$ cat src/rtl/stream_block_fifo.sv
// stream_block_fifo: FWFT stream FIFO that frames output into BDIM-beat blocks and SDIM-block frames
module stream_block_fifo #(
  parameter int DATA_WIDTH = 32,
  parameter int DEPTH      = 16,
  parameter int BDIM       = 16,
  parameter int SDIM       = 256,
  parameter int CNT_W      = 16
) (
  input  logic                       ap_clk,
  input  logic                       ap_rst,
  input  logic [DATA_WIDTH-1:0]      s_axis_input_tdata,
  input  logic                       s_axis_input_tvalid,
  output logic                       s_axis_input_tready,
  output logic [DATA_WIDTH-1:0]      m_axis_output_tdata,
  output logic                       m_axis_output_tvalid,
  input  logic                       m_axis_output_tready,
  output logic                       m_axis_output_tlast,
  output logic [$clog2(DEPTH):0]     fill_level,
  output logic [CNT_W-1:0]           blocks_done,
  output logic                       frame_done
);
  localparam int AW = $clog2(DEPTH);
  localparam int FW = AW + 1;
  localparam int BW = (BDIM > 1) ? $clog2(BDIM) : 1;
  localparam int SW = (SDIM > 1) ? $clog2(SDIM) : 1;
  logic [DATA_WIDTH-1:0] mem [DEPTH];
  logic [AW-1:0] wr_ptr, rd_ptr;
  logic [FW-1:0] fill_nxt;
  logic [BW-1:0] beat_cnt;
  logic [SW-1:0] block_cnt;
  logic push, pop, last;
  always_comb begin
    push     = s_axis_input_tvalid && s_axis_input_tready;
    pop      = m_axis_output_tvalid && m_axis_output_tready;
    last     = beat_cnt == BW'(BDIM - 1);
    fill_nxt = fill_level + FW'(push) - FW'(pop);
  end
  assign m_axis_output_tvalid = fill_level != '0;
  assign m_axis_output_tdata  = mem[rd_ptr];
  assign m_axis_output_tlast  = m_axis_output_tvalid && last;
  always_ff @(posedge ap_clk)
    if (push) mem[wr_ptr] <= s_axis_input_tdata;
  // tready is registered from the next fill level, so a pop never frees a slot in the same cycle
  always_ff @(posedge ap_clk) begin
    if (ap_rst) begin
      wr_ptr              <= '0;
      rd_ptr              <= '0;
      fill_level          <= '0;
      beat_cnt            <= '0;
      block_cnt           <= '0;
      blocks_done         <= '0;
      frame_done          <= 1'b0;
      s_axis_input_tready <= 1'b0;
    end else begin
      frame_done          <= 1'b0;
      fill_level          <= fill_nxt;
      s_axis_input_tready <= fill_nxt < FW'(DEPTH);
      if (push) wr_ptr <= wr_ptr + 1'b1;
      if (pop) begin
        rd_ptr   <= rd_ptr + 1'b1;
        beat_cnt <= last ? '0 : beat_cnt + 1'b1;
        if (last) begin
          blocks_done <= blocks_done + 1'b1;
          block_cnt   <= (block_cnt == SW'(SDIM - 1)) ? '0 : block_cnt + 1'b1;
          frame_done  <= block_cnt == SW'(SDIM - 1);
        end
      end
    end
  end
endmodule
$ cat config.mk
export PLATFORM = sky130hd
export DESIGN_NAME = stream_block_fifo
export DESIGN_NICKNAME = d
export VERILOG_FILES = /design/src/rtl/stream_block_fifo.sv
export SDC_FILE = /design/constraint.sdc
export NUM_CORES = 1
export LEC_CHECK = 0
export CAP_MARGIN = 20
export CORE_MARGIN = 3
export CORE_UTILIZATION = 40
export CTS_CLUSTER_SIZE = 16
export DETAILED_ROUTE_END_ITERATION = 16
export PLACE_DENSITY = 0.57
export RECOVER_POWER = 50
export SLEW_MARGIN = 25
export SYNTH_ARGS = -nofsm -noshare
export SYNTH_HDL_FRONTEND = slang
export SYNTH_SLANG_ARGS = --single-unit
$ cat constraint.sdc
create_clock -name ap_clk -period 5.7 [get_ports ap_clk]
set_clock_uncertainty 0.15 [all_clocks]
set_input_delay 1.425 -clock ap_clk [delete_from_list [all_inputs] [get_ports ap_clk]]
set_output_delay 1.425 -clock ap_clk [all_outputs]
set_load 0.02 [all_outputs]
==> results of run 1 <==
final timing paths:
check | slack [ns] | cells after the start | from | to
max | 0.82 | 5 | flip-flop | m_axis_output_tdata[10]
max reg2reg | 1.89 | 14 | fill_level[3] | fill_level[4]
min reg2reg | 0.34 | 2 | beat_cnt[0] | beat_cnt[0]
min | 0.34 | 2 | beat_cnt[0] | beat_cnt[0]
worst max-delay path, delay by kind of cell, from the launching register on:
family,cells,cell delay (ns)
buffers and inverters,2,0.97
flip-flops,1,0.74
multiplexers,1,0.57
AO/OA/AOI/OAI,1,0.23
AND/OR/NAND/NOR,1,0.14
cell usage in the layout (no fill, tap or decap), drive strengths merged, types with 2 or more instances in the layout:
master	n
a21oi	19
a22oi	64
a41oi	2
and2	3
and3	6
and4	2
buf	35
bufinv	5
clkbuf	79
clkdlybuf4s50	57
clkinv	16
clkinvlp	5
dfxtp	47
dlygate4sd3	34
edfxtp	512
ha	13
inv	9
mux2	2
mux2i	2
mux4	128
nand2	52
nand2b	4
nand3	15
nand4	11
nor2	43
nor2b	5
nor3	6
nor4	3
nor4b	3
o21ai	5
o31ai	4
or3	6
or4	3
xnor2	8
xor2	12
final cells by class:
class | count | share of cell area
flip-flops and latches | 559 | 0.647
multi-input cells | 430 | 0.195
clock buffers | 78 | 0.0622
repair buffers | 127 | 0.0501
well taps | 688 | 0.0341
clock inverters | 26 | 0.0104
inverters | 9 | 0.00139
diodes | 1 | 0.0000992
power by group through the flow:
| stage | registers (mW) | clock network, mW | logic (mW) |
|---|---|---|---|
| floorplan | 4.69 | 0 | 1.30 |
| global placement | 4.76 | 0 | 1.84 |
| detailed placement | 4.76 | 0 | 1.85 |
| CTS | 4.67 | 3.75 | 1.86 |
| global route | 4.68 | 3.93 | 1.95 |
| finish | 4.66 | 3.66 | 1.80 |
per-layer routing:
layer / share of wire / track usage / vias up
li1: - / - / 4614
met1: 0.43 / 0.239 / 5585
met2: 0.50 / 0.291 / 259
met3: 0.049 / 0.0281 / 71
met4: 0.021 / 0.0492 / 2
met5: 0.00023 / 0 / -
sequential cells by signal, summed over array words and instances, names as in the netlist, named ones only:
signal / count
beat_cnt: 4
block_cnt: 8
fill_level: 5
blocks_done: 16
rd_ptr: 4
s_axis_input_tready: 1
wr_ptr: 4
frame_done: 1
mem: 512
cell families (layout without fill, tap and decap cells):
logic type / after synthesis / count (layout) / synth area share
compound gates: 98 / 98 / 0.0317
xor+xnor: 20 / 20 / 0.00818
fa+ha+maj: 14 / 14 / 0.00853
buf+inv: 63 / 240 / 0.0130
flops: 559 / 559 / 0.762
mux: 132 / 132 / 0.137
other cells: 0 / 1 / 0
simple gates: 166 / 166 / 0.0404
through the flow:
| stage | hold slack [ns] | area (sq um) | total power, mW | std cells | utilization |
|---|---|---|---|---|---|
| after global placement | 0.312 | 23400 | 6.60 | 1813 | 0.444 |
| after floorplan | 0.304 | 21400 | 5.99 | 1052 | - |
| after CTS | 0.342 | 25300 | 10.3 | 1917 | 0.479 |
| after global routing | 0.362 | 25200 | 10.6 | 1917 | 0.478 |
| final | 0.340 | 25200 | 10.1 | 1918 | 0.478 |
| after detailed placement | 0.333 | 23400 | 6.61 | 1813 | 0.444 |
==> summary.md, run 1 <==
| Metric | Value |
|---|---|
| Vias per Instance | `5.49` |
| Critical path required time | `4.12 ns` |
| Worst setup path class | `flip-flop to output port` |
| Least-Margin Pin Slew | `1.07 ns` |
| Top_reg_cell synth | `edfxtp_1` |
| Place WS | `1.36 ns` |
| Worst-path cell chain | `buf_12 > mux4_2 > a22oi_1 > nand2_1 > clkdlybuf4s50_1` |
| Reg area | `0.0163 sq mm` |
| Max Freq | `205 MHz` |
| Post-synthesis sequential area ratio | `0.762` |
| Footprint of the multi-input gates | `0.00491 sq mm` |
| Reg power frac | `0.461` |
| Final period util | `0.857` |
| Total Nets Final | `1234` |
| Yosys reg bits | `559` |
| Clk network pwr share | `0.362` |
| Global-route wire length before repair | `72.9 mm` |
| Post-Syn Area | `0.0214 sq mm` |
| Distinct cell type count after synthesis | `50` |
| Die X | `237 microns` |
| CP Max Fanout | `45` |
| Pwr dens | `401 mW/mm^2` |
| Pint | `7.62 mW` |
| Max Buffers Root-to-Sink | `3` |
| Most frequent cell after synthesis | `edfxtp_1` |
| Most common library cells after synthesis | `edfxtp_1, mux4_2, a22oi_1` |
| Post-route ant nets | `0` |
| Yosys warns | `0` |
| Post-Route WL | `48.0 mm` |
| Worst Hold Class | `flip-flop to flip-flop` |
| Synth top area share | `0.718` |
| Worst setup margin | `0.818 ns` |
| Setup Buffers After CTS | `0` |
| Switching Fraction | `0.248` |
| Clk_lat worst skew | `0.60 ns` |
| Syn nets | `1102` |
| Fin Setup TNS | `0 ns` |
| DR DRC count | `0` |
| Max Cap Violations | `0` |
| Slowest cell on the critical path | `dfxtp_4` |
| GP Congestion | `0.706` |
| I/O pin cnt | `93` |
| Drt pass-1 iters | `5` |
| Slew margin rel. | `0.289` |
| Yosys top cell by area | `edfxtp_1` |
| Pleak | `7.88 nW` |
| Logic pwr share | `0.178` |
| Mapped Cells | `1052` |
| Sw power | `2.51 mW` |
| Filler cells | `4372` |
| Gr ovfl total | `0` |
| Main area contributors after synthesis | `edfxtp_1, mux4_2, dfxtp_1` |
| Syn_area_per_cell | `20.4 sq um` |
| Wire per inst | `25.0 microns` |
| Tmin final | `4.88 ns` |
| Vias in the first global route | `11.2k` |
| Post_cts resized | `0` |
| Die H | `237 microns` |
| Largest stage delay, worst path | `0.74 ns` |
| # hold bufs at CTS | `0` |
| VDD IR max | `270 uV` |
| Clock transition at the registers of the reported paths | `0.06 ns` |
| Buffers on Ports | `92` |
| Largest net degree at the start of global routing | `61` |
| CTS root buffer | `clkbuf_16` |
| Startpoint Class | `flip-flop` |
| Setup-failing EPs final | `0` |
| Area Overhead vs Synth | `17.7%` |
| Status | `complete, no violations` |
| Number of flops mapped to enable cells by yosys | `512` |
| CORE AREA | `0.0528 sq mm` |
| CTS tree | `done` |
| WP data arrival | `3.31 ns` |
| Final slew viol count | `0` |
| DRT iter0 DRCs | `859` |
| Initial Util | `0.406` |
| Row count | `84` |
| GRT Total Usage | `0.174` |
| Initial antenna violation count | `3` |
| Element type at the critical path end | `output port` |
| RSZ-0062 raised after global routing | `no` |
| Final Hold Viols | `0` |
| Hpwl dp | `26.1 mm` |
| Ys async rst share | `0` |
| Num CTS Buffers | `57` |
| Die area | `0.0564 sq mm` |
| Fraction of layout cells with a size suffix above 1 | `0.221` |
| Total number of vias | `10.5k` |
| CTS H-tree lvls | `2` |
| Clk sinks | `559` |
(Power assumes the default switching activity.)
==> run 2: changes to the inputs <==
--- a/config.mk
+++ b/config.mk
@@ -10,6 +10,7 @@
 export CORE_UTILIZATION = 40
 export CTS_CLUSTER_SIZE = 16
 export DETAILED_ROUTE_END_ITERATION = 16
+export HOLD_SLACK_MARGIN = 0.02
 export PLACE_DENSITY = 0.57
 export RECOVER_POWER = 50
 export SLEW_MARGIN = 25
==> results of run 2 <==
No change in the layout: final DEF, timing and power equal those of run 1.
==> run 3: changes to the inputs <==
--- a/config.mk
+++ b/config.mk
@@ -13,7 +13,6 @@
 export HOLD_SLACK_MARGIN = 0.02
 export PLACE_DENSITY = 0.57
 export RECOVER_POWER = 50
-export SLEW_MARGIN = 25
 export SYNTH_ARGS = -nofsm -noshare
 export SYNTH_HDL_FRONTEND = slang
 export SYNTH_SLANG_ARGS = --single-unit
==> results of run 3 <==
No change in the layout: final DEF, timing and power equal those of run 1.
